==> config.mk <==
export PLATFORM = sky130hd
export DESIGN_NAME = muldiv_unit_flat
export DESIGN_NICKNAME = d
export VERILOG_FILES = /design/src/rtl/muldiv_unit_pkg.sv /design/src/rtl/muldiv_unit_if.sv /design/src/rtl/muldiv_step.sv /design/src/rtl/muldiv_unit.sv /design/src/flat_wrapper.sv
export SDC_FILE = /design/constraint.sdc
export NUM_CORES = 1
export LEC_CHECK = 0
export CORE_MARGIN = 2
export CORE_UTILIZATION = 40
export CTS_CLUSTER_SIZE = 8
export DETAILED_ROUTE_END_ITERATION = 10
export PLACE_DENSITY = 0.55
export SLEW_MARGIN = 20
export SYNTH_ARGS = -nofsm -noshare
export SYNTH_HDL_FRONTEND = slang
export SYNTH_SLANG_ARGS = --single-unit
==> constraint.sdc <==
create_clock -name Clk -period 5.9 [get_ports Clk]
set_input_delay 1.18 -clock Clk [delete_from_list [all_inputs] [get_ports Clk]]
set_output_delay 1.18 -clock Clk [all_outputs]
set_load 0.02 [all_outputs]
==> src/rtl/muldiv_unit_pkg.sv <==
// muldiv_unit_pkg: funct3 codes, FSM states and decode helpers shared by the multiply/divide unit
package muldiv_unit_pkg;
  typedef enum logic [2:0] {
    F3_MUL    = 3'b000,
    F3_MULH   = 3'b001,
    F3_MULHSU = 3'b010,
    F3_MULHU  = 3'b011,
    F3_DIV    = 3'b100,
    F3_DIVU   = 3'b101,
    F3_REM    = 3'b110,
    F3_REMU   = 3'b111
  } funct3_e;
  typedef enum logic [1:0] {S_IDLE, S_CALC, S_FIX, S_DONE} state_e;
  function automatic logic is_div(input logic [2:0] f);
    return f[2];
  endfunction
  function automatic logic sel_hi(input logic [2:0] f);
    return f[2] ? f[1] : (f[1:0] != 2'b00);
  endfunction
endpackage

==> src/rtl/muldiv_unit_if.sv <==
// muldiv_unit_if: request/writeback handshake between issue logic, the unit and the register file
interface muldiv_unit_if #(parameter int XLEN = 32) ();
  logic            In_Valid;
  logic            In_Ready;
  logic [2:0]      Funct3;
  logic [4:0]      Rd_Addr_In;
  logic [XLEN-1:0] Rs1_Data;
  logic [XLEN-1:0] Rs2_Data;
  logic            Out_Valid;
  logic            Out_Ready;
  logic [4:0]      Rd_Addr;
  logic [XLEN-1:0] Rd_Data;
  logic            Busy;
  modport master (
    output In_Valid, Funct3, Rd_Addr_In, Rs1_Data, Rs2_Data, Out_Ready,
    input  In_Ready, Out_Valid, Rd_Addr, Rd_Data, Busy
  );
  modport slave (
    input  In_Valid, Funct3, Rd_Addr_In, Rs1_Data, Rs2_Data, Out_Ready,
    output In_Ready, Out_Valid, Rd_Addr, Rd_Data, Busy
  );
endinterface

==> src/rtl/muldiv_step.sv <==
// muldiv_step: one combinational iteration, shift-add multiply or restoring-divide trial subtract
module muldiv_step #(parameter int XLEN = 32) (
  input  logic              is_div,
  input  logic [XLEN-1:0]   opb,
  input  logic [2*XLEN-1:0] acc_i,
  output logic [2*XLEN-1:0] acc_o
);
  logic [XLEN:0]   sum;
  logic [XLEN+1:0] diff;
  always_comb begin
    sum   = {1'b0, acc_i[2*XLEN-1:XLEN]} + (acc_i[0] ? {1'b0, opb} : '0);
    diff  = {1'b0, acc_i[2*XLEN-1:XLEN-1]} - {2'b00, opb};
    acc_o = is_div ? {diff[XLEN+1] ? acc_i[2*XLEN-2:XLEN-1] : diff[XLEN-1:0], acc_i[XLEN-2:0], ~diff[XLEN+1]}
                   : {sum, acc_i[XLEN-1:1]};
  end
endmodule

==> src/rtl/muldiv_unit.sv <==
// muldiv_unit: iterative RV32M multiply/divide feeding a register-file write port without write enable
module muldiv_unit
  import muldiv_unit_pkg::*;
#(
  parameter int XLEN            = 32,
  parameter int STEPS_PER_CYCLE = 1
) (
  input logic         Clk,
  input logic         Reset,
  muldiv_unit_if.slave bus
);
  localparam int CYCLES = XLEN / STEPS_PER_CYCLE;
  localparam int CW     = (CYCLES > 1) ? $clog2(CYCLES) : 1;
  state_e            state_q, state_d;
  logic [CW-1:0]     cnt_q, cnt_d;
  logic [2*XLEN-1:0] acc_q, acc_d;
  logic [XLEN-1:0]   opb_q, opb_d;
  logic [2:0]        f3_q, f3_d;
  logic [4:0]        rd_q, rd_d;
  logic              neg_q, neg_d;
  logic [XLEN-1:0]   rd_data_q, rd_data_d;
  logic [2*XLEN-1:0] chain [STEPS_PER_CYCLE+1];
  logic [XLEN-1:0]   a, b, mag_a, mag_b, fast_res, mul_w, div_w, fix_res;
  logic [2*XLEN-1:0] mul_full;
  logic              sa, sb, div_zero, ovf, fast;
  assign chain[0] = acc_q;
  for (genvar g = 0; g < STEPS_PER_CYCLE; g++) begin : g_step
    muldiv_step #(.XLEN(XLEN)) u_step (
      .is_div(is_div(f3_q)),
      .opb   (opb_q),
      .acc_i (chain[g]),
      .acc_o (chain[g+1])
    );
  end
  // Operand decode: signed sources are reduced to magnitudes, sign fixed up after the loop
  always_comb begin
    a        = bus.Rs1_Data;
    b        = bus.Rs2_Data;
    sa       = a[XLEN-1] & (bus.Funct3 inside {F3_MULH, F3_MULHSU, F3_DIV, F3_REM});
    sb       = b[XLEN-1] & (bus.Funct3 inside {F3_MULH, F3_DIV, F3_REM});
    mag_a    = sa ? -a : a;
    mag_b    = sb ? -b : b;
    div_zero = is_div(bus.Funct3) && (b == '0);
    ovf      = (bus.Funct3 inside {F3_DIV, F3_REM}) && (a == {1'b1, {(XLEN-1){1'b0}}}) && (b == '1);
    fast     = div_zero || ovf;
    fast_res = div_zero ? (bus.Funct3[1] ? a : '1) : (bus.Funct3[1] ? '0 : a);
    mul_full = neg_q ? -acc_q : acc_q;
    mul_w    = sel_hi(f3_q) ? mul_full[2*XLEN-1:XLEN] : mul_full[XLEN-1:0];
    div_w    = sel_hi(f3_q) ? acc_q[2*XLEN-1:XLEN] : acc_q[XLEN-1:0];
    fix_res  = is_div(f3_q) ? (neg_q ? -div_w : div_w) : mul_w;
  end
  always_comb begin
    state_d   = state_q;
    cnt_d     = cnt_q;
    acc_d     = acc_q;
    opb_d     = opb_q;
    f3_d      = f3_q;
    rd_d      = rd_q;
    neg_d     = neg_q;
    rd_data_d = rd_data_q;
    case (state_q)
      S_IDLE: if (bus.In_Valid) begin
        f3_d      = bus.Funct3;
        rd_d      = bus.Rd_Addr_In;
        neg_d     = (is_div(bus.Funct3) && bus.Funct3[1]) ? sa : sa ^ sb;
        opb_d     = mag_b;
        acc_d     = {{XLEN{1'b0}}, mag_a};
        cnt_d     = '0;
        rd_data_d = fast ? fast_res : rd_data_q;
        state_d   = fast ? S_DONE : S_CALC;
      end
      S_CALC: begin
        acc_d   = chain[STEPS_PER_CYCLE];
        cnt_d   = (cnt_q == CW'(CYCLES-1)) ? '0 : cnt_q + 1'b1;
        state_d = (cnt_q == CW'(CYCLES-1)) ? S_FIX : S_CALC;
      end
      S_FIX: begin
        rd_data_d = fix_res;
        state_d   = S_DONE;
      end
      S_DONE:  state_d = bus.Out_Ready ? S_IDLE : S_DONE;
      default: state_d = S_IDLE;
    endcase
  end
  always_ff @(posedge Clk) begin
    if (Reset) begin
      state_q   <= S_IDLE;
      cnt_q     <= '0;
      acc_q     <= '0;
      opb_q     <= '0;
      f3_q      <= '0;
      rd_q      <= '0;
      neg_q     <= 1'b0;
      rd_data_q <= '0;
    end else begin
      state_q   <= state_d;
      cnt_q     <= cnt_d;
      acc_q     <= acc_d;
      opb_q     <= opb_d;
      f3_q      <= f3_d;
      rd_q      <= rd_d;
      neg_q     <= neg_d;
      rd_data_q <= rd_data_d;
    end
  end
  // No write enable downstream, so the address itself is the write strobe
  assign bus.Rd_Addr   = (state_q == S_DONE && bus.Out_Ready) ? rd_q : 5'd0;
  assign bus.In_Ready  = (state_q == S_IDLE);
  assign bus.Out_Valid = (state_q == S_DONE);
  assign bus.Busy      = (state_q != S_IDLE);
  assign bus.Rd_Data   = rd_data_q;
endmodule

==> src/flat_wrapper.sv <==
// flat-port wrapper written by rule: the top's interface ports become plain ports
module muldiv_unit_flat import muldiv_unit_pkg::*;
#(
  parameter int XLEN            = 32,
  parameter int STEPS_PER_CYCLE = 1
)
  (Clk, Reset, bus_In_Valid, bus_Funct3, bus_Rd_Addr_In, bus_Rs1_Data, bus_Rs2_Data, bus_Out_Ready, bus_In_Ready, bus_Out_Valid, bus_Rd_Addr, bus_Rd_Data, bus_Busy);
  muldiv_unit_if #(.XLEN(XLEN)) bus_i ();
  input logic Clk;
  input logic Reset;
  input wire logic [$bits(bus_i.In_Valid)-1:0] bus_In_Valid;
  input wire logic [$bits(bus_i.Funct3)-1:0] bus_Funct3;
  input wire logic [$bits(bus_i.Rd_Addr_In)-1:0] bus_Rd_Addr_In;
  input wire logic [$bits(bus_i.Rs1_Data)-1:0] bus_Rs1_Data;
  input wire logic [$bits(bus_i.Rs2_Data)-1:0] bus_Rs2_Data;
  input wire logic [$bits(bus_i.Out_Ready)-1:0] bus_Out_Ready;
  output wire logic [$bits(bus_i.In_Ready)-1:0] bus_In_Ready;
  output wire logic [$bits(bus_i.Out_Valid)-1:0] bus_Out_Valid;
  output wire logic [$bits(bus_i.Rd_Addr)-1:0] bus_Rd_Addr;
  output wire logic [$bits(bus_i.Rd_Data)-1:0] bus_Rd_Data;
  output wire logic [$bits(bus_i.Busy)-1:0] bus_Busy;
  assign bus_i.In_Valid = bus_In_Valid;
  assign bus_i.Funct3 = bus_Funct3;
  assign bus_i.Rd_Addr_In = bus_Rd_Addr_In;
  assign bus_i.Rs1_Data = bus_Rs1_Data;
  assign bus_i.Rs2_Data = bus_Rs2_Data;
  assign bus_i.Out_Ready = bus_Out_Ready;
  assign bus_In_Ready = bus_i.In_Ready;
  assign bus_Out_Valid = bus_i.Out_Valid;
  assign bus_Rd_Addr = bus_i.Rd_Addr;
  assign bus_Rd_Data = bus_i.Rd_Data;
  assign bus_Busy = bus_i.Busy;
  muldiv_unit #(.XLEN(XLEN), .STEPS_PER_CYCLE(STEPS_PER_CYCLE)) u_core (.Clk(Clk), .Reset(Reset), .bus(bus_i));
endmodule
Word-level counts from Yosys, hierarchy flattened --
Index checks and enable logic that the tools add are counted.
Word-level totals: bits in registers 144, output and inout bits 40, input port bits 76, word-level logic and storage cells 78
Operators by class: muxes and demuxes 29, reduce and logical (&&, ||, !) cells 18, $add $sub $neg 7, bitwise gates (word level) 4, eq/ne operators 12
Operators with widths (number):
- 2-to-1 mux 32 bit | 13
- 2-to-1 mux 64 bit | 3
- case mux 64 bit (2 select lines) | 1
- negator 32 bit | 3
- equality test 32 bit, second input constant | 2
- negator 64 bit | 1
- case mux 32 bit (2 select lines) | 1
- subtractor 33 x 32 -> 34 bit | 1
- adder 32 x 33 -> 33 bit | 1
- logical NOT 32 bit | 1
- 2-to-1 mux 5 bit | 3
- case mux 5 bit (2 select lines) | 1
- nonzero test 2 bit | 5
- 2-to-1 mux 2 bit | 4
- case mux 2 bit (4 select lines) | 1
- equality test 3 bit, second input constant | 2
- adder 5 x 1 -> 5 bit, second input constant | 1
- equality test 5 bit, second input constant | 1
- logical AND 1 bit | 5
- equality test 2 bit, second input constant | 2
- AND reduction 2 bit | 2
- nonzero test 4 bit | 1
- equality test 3 x 1 -> 1 bit, second input constant | 1
- equality test 3 x 2 -> 1 bit, second input constant | 1
- other kinds (11) | 13

Logic depth before layout (Yosys ltp) --
Gate-level depths: netlist of run 1.
depth in word-level cells 8, gate-level depth with buffers 15, depth with buffers taken out 13

By module --
Synthesis of run 1 repeated with hierarchy kept, for this count alone.
Second synthesis, totals: cells, all modules 2225, area total of the unflattened synthesis 16153.0 sq um
By module, submodules not included:
- muldiv_unit | cells each 1548, area an instance 11388.4 sq um, instances 1
- muldiv_step | cells each 677, area an instance 4764.6 sq um, instances 1

Least setup slack after synthesis of run 1 --
OpenSTA, ideal clock, no wires.
path type input to register, start input port bus_Rs1_Data[7], end register u_core.rd_data_q[29] (netlist: u_core.bus.Rd_Data[29]), setup slack 1.948 ns, path buffers 3, stages on the path 11, required time 5.780 ns, library setup time 0.120 ns, arrival time 3.833 ns, cell sequence or4_4 or4_4 buf_6 or4_4 buf_6 nor3_4 o21a_4 buf_12 mux2_2 a22oi_1 nand2_1
On the way: word-level cells in the longest chain between the ends 6
Ends and longest elaborated chain:
- start, declared | RTL line flat_wrapper.sv:14 | input wire logic [$bits(bus_i.Rs1_Data)-1:0] bus_Rs1_Data;
- equality test 32 bit | RTL line muldiv_unit.sv:44 | ovf = (bus.Funct3 inside {F3_DIV, F3_REM}) && (a == {1'b1, {(XLEN-1){1'b0}}}) && (b == '1);
- logical AND 1 bit (2 in a row) | RTL line muldiv_unit.sv:44
- logical OR 1 bit | RTL line muldiv_unit.sv:45 | fast = div_zero || ovf;
- inequality test 2 x 1 -> 1 bit (no source line)
- AND reduction 3 bit (no source line)
- end signal, assigned | RTL line muldiv_unit.sv:103 | rd_data_q <= rd_data_d;
- end, declared | RTL line muldiv_unit.sv:21 | logic [XLEN-1:0] rd_data_q, rd_data_d;
No other way between the ends. A chain may end at the register's enable or synchronous reset.

Final worst setup path of run 1 --
start register u_core.f3_q[2], end register u_core.rd_data_q[31] (netlist: u_core.bus.Rd_Data[31])
On the way: word-level cells in the longest chain between the ends 6, elaborated cells between the ends (all ways) 7, those cells by class add/sub (1); mux (6)
Ends and longest elaborated chain:
- start, declared | RTL line muldiv_unit.sv:18 | logic [2:0] f3_q, f3_d;
- start signal, assigned | RTL line muldiv_unit.sv:91 | f3_q <= '0;
- start signal, assigned | RTL line muldiv_unit.sv:100 | f3_q <= f3_d;
- 2-to-1 mux 1 bit | RTL line muldiv_unit_pkg.sv:18 | return f[2] ? f[1] : (f[1:0] != 2'b00);
- 2-to-1 mux 32 bit | RTL line muldiv_unit.sv:49 | div_w = sel_hi(f3_q) ? acc_q[2*XLEN-1:XLEN] : acc_q[XLEN-1:0];
- negator 32 bit | RTL line muldiv_unit.sv:50 | fix_res = is_div(f3_q) ? (neg_q ? -div_w : div_w) : mul_w;
- 2-to-1 mux 32 bit | RTL line muldiv_unit.sv:50
- 2-to-1 mux 32 bit * | RTL line muldiv_unit.sv:50
- case mux 32 bit (2 select lines) * | RTL line muldiv_unit.sv:61 | case (state_q)
Mark *: on every way between the ends. The rest lies on a longest branch, timed or not.

==> key figures, run 1 <==
Outcome
  • Status: finished clean

Floorplan
  • IO Pins: 116
  • Core Rows: 71
  • Initial Utilization: 0.404
  • Horiz. Die Dim: 199 µm
  • Die area: 39600 µm²
  • Vert. Die Dim: 199 µm
  • Core Region: 37600 µm²

Timing
  • Final hold viol count: 0
  • Final Setup Violations: 0
  • Pins Over Slew Limit: 0
  • Setup TNS: 0 ps
  • Fmax: 229 MHz
  • Worst-Margin Slew: 1250 ps
  • Worst Skew: 12.6 ps
  • Hold slack: 453 ps
  • Final period utilization: 0.741
  • Unrepaired setup endpoints after global routing: no
  • Final Critical Period: 4370 ps
  • Rel. slew slack: 0.157

CTS
  • # resized after CTS: 0
  • Clock sinks: 144
  • Clk Latency, worst-skew pair: 470 ps
  • # H-tree levels: 4
  • Clock slew at reported path FFs: 70 ps
  • Clock root buffer: clkbuf_16
  • Post-CTS Setup Inserts: 0
  • Max clock buf depth: 2
  • Hold buffers post-CTS: 0
  • CTS tree: done
  • Total CTS buffers: 17

Pwr
  • Internal power: 0.00205 W
  • Overall power: 0.00348 W
  • Power Density: 203 nW/µm²
  • Leakage: 6.27 nW
  • P_sw: 0.00142 W
  • Comb pwr share: 0.347
  • Sequential share of power: 0.327
  • Switch share: 0.409
  • Power share of the clock group: 0.327
  • Max VDD drop: 220 µV

Min path
  • Hold path cells: 2
  • Worst hold start: u_core.rd_q[4]
  • Hold WC Path Type: flip-flop to flip-flop

Placed design
  • Placed Instance Area: 16500 µm²
  • DP HPWL: 45000 µm
  • Gp weighted congestion: 0.916
  • Port Buf Inserts: 115
  • Post-Place Cells: 2582

Synthesis
  • Cell count after synthesis: 2093
  • Post-synth EDFFs: 0
  • Asr flop ratio synth: 0
  • Synth Register Bits: 144
  • Main synth FF type: dfxtp_1
  • Syn nets: 2242
  • Syn Area/Cell: 7.26 µm²
  • Syn. warnings: 0
  • Seq/Total Area, Yosys: 0.190
  • Synth Cell Area: 15200 µm²
  • Synth unique cells: 97

Worst setup path
  • Reg2Reg Depth: 10
  • CP required: 6310 ps
  • Crit start category: flip-flop
  • Critical Path, Cell by Cell: nor2b_1, nor2_4, buf_4, mux2_2, or2_1, or3_1, o41ai_2, xnor2_1, a311oi_1, and3_1
  • CP arrival: 4780 ps
  • CP peak stage delay: 630 ps
  • Setup CP Type: flip-flop to flip-flop
  • Worst r2r src: u_core.f3_q[2]
  • Slowest-stage cell, CP: buf_4
  • Kind of end point of the critical path: flip-flop
  • Crit path max fanout: 57
  • Setup crit start: u_core.f3_q[2]

Global route
  • Initial antenna violation count: 0
  • Total grt overflow: 0
  • GRT Util Overall: 0.300
  • Largest net degree at the start of global routing: 81
  • First-pass GRT wire length: 89900 µm
  • Vias in the first global route: 14.8k

Detailed routing
  • Vias: 16.0k
  • 1st-iter DRT viols: 1609
  • DRC: 0
  • Mean routed wirelength per cell: 23.0 µm
  • Via/cell ratio: 6.13
  • DRT antenna net count: 0
  • Routed WL: 60200 µm
  • Drt first pass iters: 6

Final layout
  • Antenna Cells: 0
  • Most frequent cells in the layout: 213 x nor2_1, 199 x nand2_1, 144 x o21ai_0
  • Post-route cell area: 17100 µm²
  • Layout area overhead: 12.6%
  • Most common cell after layout, fill and taps aside: nor2_1
  • Post-Layout Cell Count: 2614
  • Layout cell share with drive strength beyond 1: 0.0590
  • Nets: 2239

Flow run
  • MaxCap Viol Count: 0
logic make-up (layout without fill, tap and decap cells):
family | Yosys count | in the layout | synth area share
AND/OR/NAND/NOR | 690 | 690 | 0.218
AO/OA/AOI/OAI | 682 | 682 | 0.304
buffers and inverters | 238 | 248 | 0.0654
XOR/XNOR | 172 | 172 | 0.0991
flip-flops | 144 | 144 | 0.190
adder cells (fa/ha/maj) | 85 | 85 | 0.0690
multiplexers | 82 | 82 | 0.0548
sequential cells by signal (all words and copies together), names as in the netlist:
| register | count |
|---|---|
| u_core.neg_q | 1 |
| u_core.rd_q | 5 |
| u_core.opb_q | 32 |
| u_core.state_q | 2 |
| u_core.cnt_q | 5 |
| u_core.f3_q | 3 |
| u_core.acc_q | 64 |
| u_core.bus.Rd_Data | 32 |
power by group through the flow:
stage | clock, W | combinational (W) | sequential, W
floorplan | 0 | 0.000886 | 0.00107
global placement | 0 | 0.00118 | 0.00115
detailed placement | 0 | 0.00118 | 0.00115
CTS | 0.00115 | 0.00119 | 0.00113
global route | 0.00119 | 0.00131 | 0.00114
finish | 0.00114 | 0.00121 | 0.00114
layout make-up:
type / count / area, µm²
Sequential cell: 144 / 2890
Inverter: 73 / 274
Timing Repair Buffer: 143 / 1360
Clock buffer: 17 / 425
Multi-Input combinational cell: 1711 / 11400
Clock inverter: 15 / 163
Fill cell: 3864 / 20500
Tap cell: 511 / 639
layer usage:
layer | track usage | routed length (µm)
met5 | 0 | 0
met3 | 0.0392 | 3600
met1 | 0.384 | 25300
met4 | 0.164 | 3380
met2 | 0.488 | 28000
synthesized netlist by cell type (11+ instances only):
| library cell | number | area share |
|---|---|---|
| nor2_1 | 216 | 0.053 |
| nand2_1 | 200 | 0.049 |
| dfxtp_1 | 144 | 0.19 |
| o21ai_0 | 144 | 0.047 |
| a21oi_1 | 140 | 0.046 |
| clkbuf_1 | 137 | 0.034 |
| a211oi_1 | 129 | 0.064 |
| xnor2_1 | 92 | 0.053 |
| xor2_1 | 80 | 0.046 |
| mux2i_1 | 72 | 0.047 |
| ha_1 | 71 | 0.058 |
| inv_1 | 71 | 0.018 |
| nor3_1 | 53 | 0.017 |
| o31ai_1 | 38 | 0.019 |
| nand3_1 | 36 | 0.012 |
| or3_1 | 35 | 0.014 |
| o211ai_1 | 33 | 0.016 |
| a21o_1 | 27 | 0.013 |
| nand4_1 | 26 | 0.011 |
| and2_1 | 18 | 0.0074 |
| a31oi_1 | 17 | 0.0070 |
| a311oi_1 | 15 | 0.0086 |
| and3_1 | 15 | 0.0062 |
| nand2b_1 | 15 | 0.0062 |
| nor4_1 | 15 | 0.0062 |
| a22oi_1 | 14 | 0.0069 |
| or4_1 | 14 | 0.0069 |
| o21a_1 | 13 | 0.0064 |
| maj3_1 | 12 | 0.0079 |
| o21bai_1 | 12 | 0.0059 |
| o41ai_1 | 11 | 0.0063 |
metrics by stage:
stage	util	setup slack (ps)
after floorplan	-	1950
after global placement	0.440	1230
after detailed placement	0.440	1200
after CTS	0.455	1580
after global routing	0.455	1280
final	0.455	1530
worst max-delay path, delay by kind of cell, from the launching register on:
kind / cells / cell delay [ps]
AND/OR/NAND/NOR: 5 / 1660
AO/OA/AOI/OAI: 2 / 830
buffers and inverters: 1 / 630
flip-flops: 1 / 610
multiplexers: 1 / 440
XOR/XNOR: 1 / 100
final timing paths:
check                           endpoint  slack [ps]
setup / recovery  u_core.bus.Rd_Data[31]        1530
hold / removal            u_core.rd_q[4]         450
hold reg to reg           u_core.rd_q[4]         450
setup reg to reg  u_core.bus.Rd_Data[31]        1530
(Power assumes the default switching activity.)
==> run 2, diff against run 1 <==
--- a/config.mk
+++ b/config.mk
@@ -9,7 +9,7 @@
 export CORE_UTILIZATION = 40
 export CTS_CLUSTER_SIZE = 8
 export DETAILED_ROUTE_END_ITERATION = 10
-export PLACE_DENSITY = 0.55
+export PLACE_DENSITY = 0.57
 export SLEW_MARGIN = 20
 export SYNTH_ARGS = -nofsm -noshare
 export SYNTH_HDL_FRONTEND = slang
==> constraint.sdc (replaced) <==
create_clock -name Clk -period 3.7 [get_ports Clk]
set_input_delay 0.74 -clock Clk [delete_from_list [all_inputs] [get_ports Clk]]
set_output_delay 0.74 -clock Clk [all_outputs]
set_load 0.02 [all_outputs]
==> key figures, run 2 (synthesis gave the netlist of run 1 again) <==
Worst setup path
  • CP peak stage delay: 590 ps (-40 ps)
  • Slowest-stage cell, CP: or4_4
  • CP required: 3990 ps (-2320 ps)
  • Worst path buffer plus inverter count: 2 (+1)
  • CP arrival: 3870 ps (-910 ps)
  • Critical Path, Cell by Cell: inv_2, ha_4, or3b_4, or4_4, or4_4, o41ai_2, xnor2_1, a211oi_1, a21oi_1, buf_4, nor2_1, a311oi_1
  • Crit path max fanout: 3 (-95%)
  • CP most frequent cell: or4_4
  • Kind of end point of the critical path: flip-flop
  • Top Family by Delay on Critical Path: simple AND/OR/NAND/NOR gates
  • Crit start category: flip-flop
  • Setup CP Type: flip-flop to flip-flop

Placed design
  • DP HPWL: 47500 µm (+5.4%)
  • Gp weighted congestion: 0.969 (+5.8%)
  • Post-Place Cells: 2738 (+6.0%)
  • Port Buf Inserts: 115 (unchanged)

CTS
  • # H-tree levels: 4 (unchanged)
  • Clock slew at reported path FFs: 70 ps (about the same)
  • CTS tree: done
  • Clock root buffer: clkbuf_16
  • Hold buffers post-CTS: 0 (unchanged)
  • Clock sinks: 144 (unchanged)
  • Clk Latency, worst-skew pair: 460 ps (about the same)
  • Max clock buf depth: 2 (unchanged)
  • Total CTS buffers: 17 (unchanged)

Final layout
  • Post-Layout Cell Count: 2774 (+6.1%)
  • Layout cell share with drive strength beyond 1: 0.132 (+0.0727)
  • Nets: 2400 (+7.2%)
  • Antenna Cells: 0 (unchanged)
  • Most frequent cells in the layout: 214 x nor2_1, 199 x nand2_1, 185 x buf_4
  • Fin util: 0.491 (+0.0353)
  • Reg with most FFs: u_core.acc_q
  • Max reg flops: 64 (unchanged)
  • Filler instances: 3828 (-0.93%)
  • FF+latch area: 2890 µm² (about the same)
  • Most common cell after layout, fill and taps aside: nor2_1
  • Multi-input gate area in the final layout: 11400 µm² (+0.65%)
  • Layout area overhead: 21.3%

Floorplan
  • IO Pins: 116 (unchanged)
  • Die area: 39600 µm² (unchanged)
  • Vert. Die Dim: 199 µm (unchanged)
  • Initial Utilization: 0.404 (unchanged)
  • Horiz. Die Dim: 199 µm (unchanged)
  • Core Rows: 71 (unchanged)
  • Core Region: 37600 µm² (unchanged)

Timing
  • Final period utilization: 0.969 (+0.228)
  • Worst-Margin Slew: 880 ps (-374 ps)
  • Fmax: 279 MHz (+22%)
  • Final Setup Violations: 0 (unchanged)
  • Final hold viol count: 0 (unchanged)
  • Pins Over Slew Limit: 0 (unchanged)
  • Final Critical Period: 3590 ps (-785 ps)
  • Unrepaired setup endpoints after global routing: no
  • Worst Skew: 17.3 ps (+4.65 ps)
  • Rel. slew slack: 0.413 (+0.256)

Outcome
  • Status: finished clean

Detailed routing
  • Drt first pass iters: 6 (unchanged)
  • Mean routed wirelength per cell: 22.1 µm (-3.9%)
  • Routed WL: 61400 µm (+2.0%)
  • Via/cell ratio: 6.08 (-0.85%)
  • Vias: 16.9k (+5.2%)
  • DRC: 0 (unchanged)
  • 1st-iter DRT viols: 1554 (-3.4%)
  • DRT antenna net count: 0 (unchanged)

Global route
  • Largest net degree at the start of global routing: 80 (-1.2%)
  • Total grt overflow: 0 (unchanged)
  • Vias in the first global route: 15.6k (+5.6%)
  • GRT Util Overall: 0.309 (+0.00906)
  • Initial antenna violation count: 1 (+1)
  • First-pass GRT wire length: 93100 µm (+3.6%)

Flow run
  • MaxCap Viol Count: 0 (unchanged)

Pwr
  • Power Density: 311 nW/µm² (+53%)
  • Overall power: 0.00574 W (+65%)
  • Max VDD drop: 330 µV (+50%)
  • Leakage: 7.08 nW (+13%)

Min path
  • Hold WC Path Type: flip-flop to flip-flop
## run 2: cell count changes in the layout (fill, tap and decap cells not counted), sizes merged
cell,previous run,this run
clkinv,6,9
clkinvlp,0,2
inv,82,73
clkbuf,17,18
buf,29,190
bufinv,0,2
## run 2: final cells by class
class,instances,area share
clock buffers,18,0.0238
flip-flops and latches,144,0.157
well taps,511,0.0347
clock inverters,13,0.00753
inverters,73,0.0149
repair buffers,304,0.142
multi-input cells,1711,0.620
## run 2: worst reg2reg max path, cell delays in order (launching register included)
cell and delay, ps:
dfxtp_1 320, inv_2 90, ha_4 170, or3b_4 380, or4_4 590, or4_4 480
o41ai_2 390, xnor2_1 170, a211oi_1 260, a21oi_1 70, buf_4 190, nor2_1 240
a311oi_1 90
## run 2: final timing paths
check | from | end | slack (ps) | cells past startpoint
min reg2reg | u_core.rd_q[0] | u_core.rd_q[0] | 450 | 2
max reg2reg | u_core.acc_q[1] | u_core.bus.Rd_Data[12] | 110 | 12
min | u_core.rd_q[0] | u_core.rd_q[0] | 450 | 2
max | u_core.acc_q[1] | u_core.bus.Rd_Data[12] | 110 | 12
## run 2: through the flow
stage	hold slack, ps	instance area (µm²)	setup TNS [ps]	setup slack (ps)
4_1_cts	455	18300	0	39.1
5_1_grt	484	18400	0	9.34
3_3_place_gp	440	17700	-556	-142
6_report	452	18400	0	114
2_1_floorplan	432	15200	0	188
3_5_place_dp	446	17700	-2060	-195
## run 2: per-layer routing
| layer | track usage | part of all wire | vias to the layer above | routed length [µm] |
|---|---|---|---|---|
| met4 | 0.172 | 0.060 | 2 | 3720 |
| li1 | - | - | 8022 | - |
| met3 | 0.0476 | 0.059 | 148 | 3610 |
| met1 | 0.394 | 0.42 | 8006 | 25900 |
| met2 | 0.499 | 0.46 | 680 | 28100 |
| met5 | 0 | 0.00029 | - | 18 |
## run 2: power by group
part | switching, W | leakage [nW] | total [W] | internal, W
clock network | 0.000794 | 0.282 | 0.00180 | 0.00101
registers | 0.000109 | 1.18 | 0.00174 | 0.00163
logic | 0.00131 | 5.62 | 0.00219 | 0.000880
## run 2: repair_timing
item / 4_1_cts / 5_1_grt
gates resized for setup: 0 / 22
setup buffers: 0 / 6
setup endpoints to repair: 0 / 12
